<file path="config.mk">
export PLATFORM = sky130hd
export DESIGN_NAME = apb_arbiter
export DESIGN_NICKNAME = d
export VERILOG_FILES = /design/src/rtl/POLI_types_pkg.sv /design/src/rtl/apb_arbiter.sv
export SDC_FILE = /design/constraint.sdc
export NUM_CORES = 1
export LEC_CHECK = 0
export BUFFER_PORTS_ARGS = -buffer_cell sky130_fd_sc_hd__buf_2
export CORE_ASPECT_RATIO = 0.8
export CORE_MARGIN = 4
export CORE_UTILIZATION = 39
export CTS_CLUSTER_DIAMETER = 120
export DETAILED_ROUTE_END_ITERATION = 6
export PLACE_DENSITY = 0.79
export SYNTH_ARGS = -nofsm -noshare
export SYNTH_HDL_FRONTEND = slang
export SYNTH_SLANG_ARGS = --single-unit
</file>
<file path="constraint.sdc">
create_clock -name CLK -period 2.1 [get_ports CLK]
set_input_delay 0.63 -clock CLK [delete_from_list [all_inputs] [get_ports CLK]]
set_output_delay 0.63 -clock CLK [all_outputs]
set_load 0.1 [all_outputs]
</file>
<file path="src/rtl/POLI_types_pkg.sv">
// Shared widths, FSM state encoding and small helpers for the two-requester APB arbiter.
package POLI_types_pkg;

    localparam int WORD_SIZE = 32;
    localparam int ADDR_SIZE = 32;

    typedef enum logic [1:0] {
        IDLE   = 2'd0,
        SETUP  = 2'd1,
        ACCESS = 2'd2
    } apb_arb_state_t;

    function automatic logic [1:0] idx_to_onehot(input logic idx);
        return idx ? 2'b10 : 2'b01;
    endfunction

endpackage

</file>
<file path="src/rtl/apb_arbiter.sv">
// Two-requester APB master: round-robin arbitration in IDLE, then one SETUP/ACCESS transfer.
// Optional ACCESS-phase timeout abort is built when APB_TIMEOUT_EN is defined.
module apb_arbiter
    import POLI_types_pkg::*;
#(
    parameter int TIMEOUT_CYCLES = 16
) (
    input  logic                   CLK,
    input  logic                   nRST,
    input  logic [1:0]             req_valid,
    input  logic [2*ADDR_SIZE-1:0] req_addr,
    input  logic [1:0]             req_write,
    input  logic [2*WORD_SIZE-1:0] req_wdata,
    output logic [1:0]             req_ack,
    output logic [1:0]             req_done,
    output logic [WORD_SIZE-1:0]   rdata,
    output logic                   err,
    output logic                   PSEL,
    output logic                   PENABLE,
    output logic                   PWRITE,
    output logic [ADDR_SIZE-1:0]   PADDR,
    output logic [WORD_SIZE-1:0]   PWDATA,
    input  logic                   PREADY,
    input  logic [WORD_SIZE-1:0]   PRDATA
);

    apb_arb_state_t         state_r, state_s;
    logic                   grant_r, grant_s;
    logic                   last_r, last_s;
    logic                   sel_s;
    logic [1:0]             ack_s;
    logic                   psel_r, psel_s;
    logic                   penable_r, penable_s;
    logic                   pwrite_r, pwrite_s;
    logic [ADDR_SIZE-1:0]   paddr_r, paddr_s;
    logic [WORD_SIZE-1:0]   pwdata_r, pwdata_s;
    logic [WORD_SIZE-1:0]   rdata_r, rdata_s;
    logic [1:0]             done_r, done_s;

`ifdef APB_TIMEOUT_EN
    localparam int TCW = $clog2(TIMEOUT_CYCLES + 1);
    logic [TCW-1:0]         cnt_r, cnt_s;
    logic                   err_r, err_s;
`endif

    // Next-state, arbitration and next-value logic for every registered output.
    always_comb begin
        state_s   = state_r;
        grant_s   = grant_r;
        last_s    = last_r;
        sel_s     = 1'b0;
        ack_s     = 2'b00;
        psel_s    = psel_r;
        penable_s = penable_r;
        pwrite_s  = pwrite_r;
        paddr_s   = paddr_r;
        pwdata_s  = pwdata_r;
        rdata_s   = rdata_r;
        done_s    = 2'b00;
`ifdef APB_TIMEOUT_EN
        cnt_s     = cnt_r;
        err_s     = 1'b0;
`endif
        case (state_r)
            IDLE: begin
                if (req_valid != 2'b00) begin
                    // On a tie the requester not served last wins; a lone requester always wins.
                    if (req_valid == 2'b11) begin
                        sel_s = ~last_r;
                    end else begin
                        sel_s = req_valid[1];
                    end
                    ack_s     = idx_to_onehot(sel_s);
                    grant_s   = sel_s;
                    paddr_s   = sel_s ? req_addr[2*ADDR_SIZE-1:ADDR_SIZE] : req_addr[ADDR_SIZE-1:0];
                    pwdata_s  = sel_s ? req_wdata[2*WORD_SIZE-1:WORD_SIZE] : req_wdata[WORD_SIZE-1:0];
                    pwrite_s  = req_write[sel_s];
                    psel_s    = 1'b1;
                    penable_s = 1'b0;
                    state_s   = SETUP;
                end else begin
                    state_s = IDLE;
                end
            end
            SETUP: begin
                penable_s = 1'b1;
                state_s   = ACCESS;
`ifdef APB_TIMEOUT_EN
                cnt_s     = {TCW{1'b0}};
`endif
            end
            ACCESS: begin
                if (PREADY) begin
                    psel_s    = 1'b0;
                    penable_s = 1'b0;
                    done_s    = idx_to_onehot(grant_r);
                    last_s    = grant_r;
                    state_s   = IDLE;
                    if (!pwrite_r) begin
                        rdata_s = PRDATA;
                    end else begin
                        rdata_s = rdata_r;
                    end
                end
`ifdef APB_TIMEOUT_EN
                else if (cnt_r == TCW'(TIMEOUT_CYCLES - 1)) begin
                    psel_s    = 1'b0;
                    penable_s = 1'b0;
                    done_s    = idx_to_onehot(grant_r);
                    last_s    = grant_r;
                    rdata_s   = {WORD_SIZE{1'b0}};
                    err_s     = 1'b1;
                    state_s   = IDLE;
                end else begin
                    cnt_s = cnt_r + TCW'(1);
                end
`else
                else begin
                    state_s = ACCESS;
                end
`endif
            end
            default: begin
                psel_s    = 1'b0;
                penable_s = 1'b0;
                state_s   = IDLE;
            end
        endcase
    end

    // State and output registers; reset abandons any transfer without a completion pulse.
    always_ff @(posedge CLK or negedge nRST) begin
        if (!nRST) begin
            state_r   <= IDLE;
            grant_r   <= 1'b0;
            last_r    <= 1'b1;
            psel_r    <= 1'b0;
            penable_r <= 1'b0;
            pwrite_r  <= 1'b0;
            paddr_r   <= {ADDR_SIZE{1'b0}};
            pwdata_r  <= {WORD_SIZE{1'b0}};
            rdata_r   <= {WORD_SIZE{1'b0}};
            done_r    <= 2'b00;
        end else begin
            state_r   <= state_s;
            grant_r   <= grant_s;
            last_r    <= last_s;
            psel_r    <= psel_s;
            penable_r <= penable_s;
            pwrite_r  <= pwrite_s;
            paddr_r   <= paddr_s;
            pwdata_r  <= pwdata_s;
            rdata_r   <= rdata_s;
            done_r    <= done_s;
        end
    end

`ifdef APB_TIMEOUT_EN
    // ACCESS-phase wait counter and timeout flag.
    always_ff @(posedge CLK or negedge nRST) begin
        if (!nRST) begin
            cnt_r <= {TCW{1'b0}};
            err_r <= 1'b0;
        end else begin
            cnt_r <= cnt_s;
            err_r <= err_s;
        end
    end

    assign err = err_r;
`else
    assign err = 1'b0;
`endif

    // Acknowledge is combinational so the requester sees it in the arbitration cycle.
    assign req_ack  = ack_s & {2{nRST}};
    assign req_done = done_r;
    assign rdata    = rdata_r;
    assign PSEL     = psel_r;
    assign PENABLE  = penable_r;
    assign PWRITE   = pwrite_r;
    assign PADDR    = paddr_r;
    assign PWDATA   = pwdata_r;

endmodule

</file>
==> implementation parameters, run 1 <==
Parameter                              Value

Place
  Pre-CTS setup slack    between 70 and 80 ps
  Routability congestion estimate    around 0.78
  Number of placed instances with taps included    782
  Final HPWL DP    10300 µm
  Count of buffers from port buffering    269

Die
  Total core area    0.0111 mm²
  Die boundary height    104 µm
  Number of I/O pins    271
  Num rows    34
  Initial Utilization    40.8%
  Die outline area    ~0.013 mm²
  Width of the die    between 100 and 150 µm

Hold path
  Classification of the worst-slack hold path    input pin to async pin

Timing
  Worst slew slack as a fraction of its limit    59.3%
  Unrepaired setup endpoints after global routing    true
  Worst Tran Pin Value    610 ps
  Total of endpoints with negative setup slack in the final report    1
  Worst hold margin    approximately 120 ps
  Final worst setup slack    -21.2 ps
  Final period demand of the worst path    2120 ps
  Hold violation total from the final report    0
  Fmax    471 MHz
  Fraction of the cycle the final worst path needs    101%
  Accumulated negative setup slack    -21.2 ps
  Worst Clk Skew    8.03 ps
  Max Slew Vio Count    0

CTS
  Buffer depth of the longest clock path    2
  Clock Sink Count    approximately 110
  Clk Tree Root Cell    clkbuf_16
  Htree depth    3
  Clock latency at the later pin of the worst-skew pair    340 ps
  CTS tree    yes
  Clock transition at the register clock pins on the worst setup and hold paths after CTS    70 ps
  Inserted Clock Buffers    9

Synthesis
  Post-synth ARST share    100%
  Share of the synthesized area in the top cell type    57.5%
  Proportion of synthesized chip area in sequential cells    58.1%
  Count of cell types in the netlist    31
  Yosys warning total    0
  Synthesized instance count    about 390
  Post-synthesis average cell area    11.6 µm²
  Synthesized Nets    approximately 560
  #FFs+latches synth    105
  Largest cells by area after synthesis    dfrtp_1 58%, a221o_1 7.7%, mux2_2 7.5%
  Number of synthesized flops with an enable pin    0
  Cell type with the largest total area after synthesis    dfrtp_1
  Most used DFF post-synth    dfrtp_1
  Netlist Area Pre-Place    0.00453 mm²

Final layout
  Most common library cell in the layout ignoring fill and taps    buf_2
  Layout Area Growth over Synthesis    39.2%
  Net count of the finished layout    820
  Post-Layout Cell Count    801
  Share of final-layout standard cells stronger than drive strength 1    51.8%
  Antenna diode count    0
  Leading cell types in the layout, fill and taps excluded    266 x buf_2, 103 x dfrtp_1, 62 x nand2_1, 35 x and3_1, 35 x a221o_1

Global route
  Number of global-route vias before repair    4318
  Antenna violations before repair    1
  Global-route congestion overflow total    0
  Total track usage    20.1%
  Largest net degree at the start of global routing    66
  First-pass GRT wire length    between 20000 and 25000 µm

Worst setup path
  Crit path capture type    output port
  Crit Path Max Fanout    3
  Crit path kind    flop to output port
  Worst path arrival time    1490 ps
  Worst endpoint required time    ~1500 ps
  Critical path startpoint category    flop

Outcome
  Result of the run    complete, but fails checks
  Failing checks    negative setup slack

Detailed routing
  Initial drt markers    163
  Vias post-DR    4152
  Average wire per cell in the routed design    17.1 µm
  Number of design rule violations left after detail routing    0
  Antenna viol nets, final    0
  Average via count per standard cell    5.18
  Number of search-and-repair iterations in the first detailed-routing pass    5
  Final Routed Wirelength    13700 µm

Run
  Total of max-cap violations    0
[final timing paths]
kind | from | end | slack, ps | cells past startpoint
min | nRST | req_done[0] | 120 | 1
min in group CLK | grant_r | req_done[0] | 430 | 1
max in group asynchronous | nRST | PADDR[11] | 950 | 3
min reg2reg | grant_r | req_done[0] | 430 | 1
max | last_r | req_ack[0] | -20 | 4
max reg2reg | state_r[0] | PWDATA[29] | 340 | 6
[layer usage]
metal	wire (µm)	share of wire (%)	vias up	GRT usage, %
li1	-	-	1948	-
met1	5470	40	2004	24.8
met2	6890	50	184	34.3
met3	1160	8.5	14	5.75
met4	157	1.1	2	5.23
met5	7	0.051	-	0
[synth_stat cells (3+ instances only)]
cell type and instances:
a21oi_1 32, a221o_1 35, a31oi_1 30, and3_1 36, buf_2 6, buf_4 8
buf_6 7, clkbuf_1 12, dfrtp_1 104, inv_1 3, mux2_2 30, nand2_1 62
nor2_1 4, o21ai_0 3
[state kept, by name, indices dropped and copies added, names as in the netlist]
signal    flops
last_r        1
PSEL          1
rdata        32
PENABLE       1
state_r       2
grant_r       1
PWDATA       32
PWRITE        1
PADDR        32
req_done      2
[what timing repair did]
action / CTS / global route
gates resized for setup: 1 / 0
pin swaps: 2 / 1
setup buffers: 3 / 1
hold buffers: 0 / 0
setup endpoints to repair: 1 / 2
[per-stage QoR]
stage	area (µm²)	util, %
after floorplan	4540	-
after CTS	6290	56.7
after global routing	6300	56.8
after detailed placement	6010	54.1
final	6300	56.8
after global placement	6010	54.1
[cells by family (layout without fill, tap and decap cells)]
group / Yosys count / after routing / share of synthesized area, %
buf+inv: 38 / 304 / 5.17
mux: 32 / 32 / 7.96
simple gates: 111 / 111 / 12.0
compound gates: 104 / 104 / 16.7
flops: 105 / 105 / 58.1
other cells: 1 / 1 / 0.0829
[worst max-delay path, stage by stage, from the launching register on]
cell,delay [ps]
dfstp_2,560
a21boi_4,70
nor3_4,170
and2_4,180
buf_12,170
[layout make-up]
cell class                      instances  area, µm²
Inverter                                4       15.0
Sequential cell                       105       2630
Clock inverter                          4       31.3
Timing Repair Buffer                  285       1540
Fill cell                             992       4800
Clock buffer                           11        233
Tap cell                              144        180
Multi-Input combinational cell        248       1680
Power of run 1 is not shown: default switching activity piles up to over one toggle a cycle in this logic, so the estimate is an artifact.
==> run 2, diff against run 1 <==
Settings changed: CTS_BUF_LIST set to sky130_fd_sc_hd__clkbuf_16.
==> run 2 against run 1 <==
  * Fmax about the same
  * Cell count unchanged
  * Clock skew is essentially flat
  * First-iteration DRC count grew 1.8%
  * Register-to-register slack is essentially flat
  * The run still ends with negative setup slack left
  * Die area is the same
  * Sequential cell count unchanged
  * Global-route usage unchanged
  * Setup slack hardly changed
  * Wire length about the same
  * Non-clock buffer count did not move
  * Sequential share of layout area unchanged
  * Highest routed layer unchanged
==> implementation parameters, run 2 (synthesized netlist as in run 1, its figures left out) <==
Parameter                              Value

Final layout
  Antenna diode count    0
  Post-Layout Cell Count    801
  Net count of the finished layout    820
  Layout Area Growth over Synthesis    39.2%
  Leading cell types in the layout, fill and taps excluded    266 x buf_2, 103 x dfrtp_1, 62 x nand2_1, 35 x and3_1, 35 x a221o_1
  Most common library cell in the layout ignoring fill and taps    buf_2
  Share of final-layout standard cells stronger than drive strength 1    51.8%

Worst setup path
  CP delay by family, top    flip-flops
  Setup crit end    req_ack[0]
  Slowest cell on the critical path    dfstp_2
  Crit Path Max Fanout    3
  Register-to-register setup slack    350 ps
  Crit path kind    flop to output port
  Worst path arrival time    around 1500 ps
  Worst endpoint required time    1470 ps
  Cell chain of the critical path    a21boi_4 > nor3_4 > and2_4 > buf_12
  Setup crit start    last_r
  FF-to-FF Start    state_r[0]
  Highest cell delay on the worst timing path    560 ps
  Crit Reg-Reg Endpoint    PWDATA[17]
  CP Depth    4
  Path depth of the worst reg2reg path    6
  Critical path startpoint category    flop
  Buf+Inv Stages, Crit Path    1
  Crit path capture type    output port

Global route
  Grt met2 use    roughly a third
  Met1 usage in global routing    around 25%
  Total track usage    between 20% and 30%
  First-pass GRT wire length    21700 µm
  GRT busiest layer    met2
  Global-route congestion overflow total    0
  Antenna violations before repair    1
  Number of global-route vias before repair    4318
  Largest net degree at the start of global routing    66
  Met3 Usage GRT    5.75%

CTS
  Clock latency at the later pin of the worst-skew pair    340 ps
  Clk Tree Root Cell    clkbuf_16
  Inserted Clock Buffers    9
  Clock transition at the register clock pins on the worst setup and hold paths after CTS    70 ps
  Clock Sink Count    105
  CTS tree    yes
  Htree depth    3
  Buffer depth of the longest clock path    2
  Hold Buf Count CTS    0

Die
  Die outline area    0.0134 mm²
  Total core area    around 0.011 mm²
  Num rows    34
  Initial Utilization    between 40 and 50%
  Width of the die    128 µm
  Die boundary height    104 µm
  Number of I/O pins    271

Timing
  Unrepaired setup endpoints after global routing    true
  Final period demand of the worst path    2120 ps
  Worst slew slack as a fraction of its limit    59.4%
  Total of endpoints with negative setup slack in the final report    1
  Hold violation total from the final report    0
  Final worst setup slack    -21.3 ps
  Worst Clk Skew    8.04 ps
  Worst Tran Pin Value    609 ps
  Max Slew Vio Count    0
  Fraction of the cycle the final worst path needs    101%
  Fmax    ~470 MHz

Detailed routing
  Final Routed Wirelength    13700 µm
  Average wire per cell in the routed design    about 17 µm
  Antenna viol nets, final    0
  Initial drt markers    166
  Number of design rule violations left after detail routing    0
  Average via count per standard cell    5.19
  Vias post-DR    4155
  Number of search-and-repair iterations in the first detailed-routing pass    4

Place
  Routability congestion estimate    0.784
  Final HPWL DP    10300 µm
  Number of placed instances with taps included    782
  Count of buffers from port buffering    269

Outcome
  Result of the run    complete, but fails checks
  Failing checks    negative setup slack

Run
  Total of max-cap violations    0

Hold path
  Classification of the worst-slack hold path    input pin to async pin
[run 2: changes by cell type in the layout (fill, tap and decap cells not counted)]
cell and change:
clkbuf_1 -2, inv_1 +2
[run 2: worst reg2reg max path, cell delays in order (launching register included)]
cell and delay [ps]:
dfrtp_2 400, buf_4 150, nor2_4 130, buf_4 120, buf_4 490, and3_1 290
a221o_1 110
[run 2: final cells by class]
type	instances	area, µm²
clock inverters	6	38.8
inverters	4	15.0
multi-input cells	248	1680
flip-flops and latches	105	2630
clock buffers	9	225
repair buffers	285	1540
well taps	144	180
fillers	992	4800
[run 2: timing repair]
action	4_1_cts	5_1_grt
endpoints found under the setup margin	1	2
buffers inserted	3	1
pin swaps	2	1
resized for setup	1	0
[run 2: how the worst min path moves through the flow]
stage,startpoint,end,depth (start not counted)
after global placement,grant_r,req_done[0],1
after floorplan,nRST,PADDR[0],0
after CTS,nRST,req_done[0],1
after detailed placement,grant_r,req_done[0],1
final,nRST,req_done[0],1
after global routing,nRST,PSEL,1
[run 2: metal layers]
layer	routed length, µm	up-vias
li1	-	1948
met1	5440	2000
met2	6910	191
met3	1150	14
met4	157	2
met5	7	-
[run 2: stage by stage]
step / hold slack [ps] / cell area [µm²] / utilization (%) / setup slack (ps) / setup TNS (ps)
2_1_floorplan: 334 / 4540 / - / -149 / -229
3_3_place_gp: 417 / 6010 / 54.1 / 75.8 / 0
3_5_place_dp: 428 / 6010 / 54.1 / 74.6 / 0
4_1_cts: 108 / 6290 / 56.7 / -39.4 / -39.4
5_1_grt: 112 / 6300 / 56.8 / -93.1 / -94.1
6_report: 118 / 6300 / 56.8 / -21.3 / -21.3
Power of run 2 is left out for the same reason.
==> run 3, diff against run 2 <==
Clock period 2.1 ns to 1.9 ns, I/O delays scaled along.
==> run 3 against run 2 <==
  * The run still ends with negative setup slack left
  * Critical path depth is the same
  * First-iteration DRC count grew 12%
  * Register-to-register slack lost 100 ps
  * Sequential cell count is the same
  * Wire length shrank 0.26%
  * Global-route usage shrank 0.56 points
  * Final area grew 1.2%
  * Cell count grew 0.62%
  * Hold slack gained 85 ps
  * Die area is the same
  * Via count shrank 0.31%
  * Critical path type unchanged
==> implementation parameters, run 3 (synthesized netlist as in run 1, its figures left out) <==
Parameter                              Value

Worst setup path
  Critical path startpoint category    flop
  Slowest cell on the critical path    dfstp_2
  Worst path arrival time    between 1000 and 1500 ps
  CP Depth    4
  Crit path kind    flop to output port
  Crit path capture type    output port
  Crit Path Max Fanout    3
  CP delay by family, top    flip-flops
  Cell chain of the critical path    a21boi_4 > nor3_4 > and2_4 > buf_12
  Worst endpoint required time    1330 ps
  Buf+Inv Stages, Crit Path    1
  Highest cell delay on the worst timing path    560 ps
  Path depth of the worst reg2reg path    6
  Register-to-register setup slack    250 ps

Final layout
  Leading cell types in the layout, fill and taps excluded    266 x buf_2, 104 x dfrtp_1, 62 x nand2_1, 35 x and3_1, 35 x a221o_1
  Antenna diode count    0
  Filler instances    980
  Net count of the finished layout    ~800
  Share of final-layout standard cells stronger than drive strength 1    52.1%
  Layout Area Growth over Synthesis    40.9%
  Post-Layout Cell Count    806
  Most common library cell in the layout ignoring fill and taps    buf_2
  Finished Core Util    57.4%

Place
  Routability congestion estimate    approximately 0.77
  Count of buffers from port buffering    approximately 270
  Number of placed instances with taps included    786
  Pre-CTS setup slack    -6.61 ps
  Final HPWL DP    slightly above 10000 µm

Timing
  Hold violation total from the final report    0
  Final worst setup slack    -148 ps
  Unrepaired setup endpoints after global routing    true
  Worst Tran Pin Value    549 ps
  Worst slew slack as a fraction of its limit    between 60% and 70%
  Fmax    488 MHz
  Worst Clk Skew    5.91 ps
  Worst hold margin    203 ps
  Final period demand of the worst path    just over 2000 ps
  Max Slew Vio Count    0
  Total of endpoints with negative setup slack in the final report    2
  Fraction of the cycle the final worst path needs    108%

Detailed routing
  Average wire per cell in the routed design    16.9 µm
  Antenna viol nets, final    0
  Average via count per standard cell    5.14
  Vias post-DR    4142
  Initial drt markers    ~190
  Number of search-and-repair iterations in the first detailed-routing pass    5
  Number of design rule violations left after detail routing    0
  Final Routed Wirelength    13600 µm

Run
  Total of max-cap violations    0

Die
  Width of the die    128 µm
  Die boundary height    104 µm
  Num rows    34
  Initial Utilization    between 40% and 50%
  Number of I/O pins    approximately 270
  Total core area    between 0.01 and 0.015 mm²
  Die outline area    0.0134 mm²

Global route
  Number of global-route vias before repair    ~4200
  First-pass GRT wire length    20900 µm
  Largest net degree at the start of global routing    98
  Total track usage    19.5%
  Global-route congestion overflow total    0
  Antenna violations before repair    1

CTS
  Clk Tree Root Cell    clkbuf_16
  Clock latency at the later pin of the worst-skew pair    340 ps
  Clock Sink Count    ~110
  Buffer depth of the longest clock path    2
  Clock transition at the register clock pins on the worst setup and hold paths after CTS    60 ps
  Htree depth    3
  CTS tree    yes
  Inserted Clock Buffers    9

Outcome
  Result of the run    complete, but fails checks
  Failing checks    negative setup slack

Hold path
  Classification of the worst-slack hold path    input pin to async pin
[run 3: cell types whose count changed in the layout (fill, tap and decap cells not counted), sizes merged]
cell / delta
bufinv: +1
buf: +4
[run 3: what timing repair did]
item	4_1_cts	5_1_grt
pin swaps	3	0
buffers inserted	4	0
gates resized for setup	1	0
setup endpoints to repair	2	2
hold buffers	0	0
[run 3: layout make-up]
| type | instances | area (µm²) | area share (%) |
|---|---|---|---|
| Clock inverter | 7 | 70.1 | 1.10 |
| Inverter | 4 | 15.0 | 0.235 |
| Sequential cell | 105 | 2630 | 41.2 |
| Multi-Input combinational cell | 248 | 1680 | 26.3 |
| Timing Repair Buffer | 289 | 1580 | 24.8 |
| Tap cell | 144 | 180 | 2.83 |
| Clock buffer | 9 | 225 | 3.53 |
[run 3: routing by layer]
metal	track usage, %	routed length, µm	up-vias
li1	-	-	1957
met1	23.3	5350	1960
met2	33.5	6770	200
met3	6.06	1230	23
met4	6.14	279	2
met5	0	7	-
[run 3: worst paths after layout]
check	startpoint	end
max in group asynchronous	nRST	PADDR[7]
min reg2reg	grant_r	req_done[0]
min	nRST	PSEL
max reg2reg	last_r	PADDR[2]
max	last_r	req_ack[0]
min in group CLK	grant_r	req_done[0]
[run 3: per-stage QoR]
step,TNS (ps),cell area (µm²)
5_1_grt,-380,6380
6_report,-238,6380
2_1_floorplan,-425,4540
4_1_cts,-269,6380
3_3_place_gp,0,6050
3_5_place_dp,-6.61,6050
Power of run 3 is left out for the same reason.
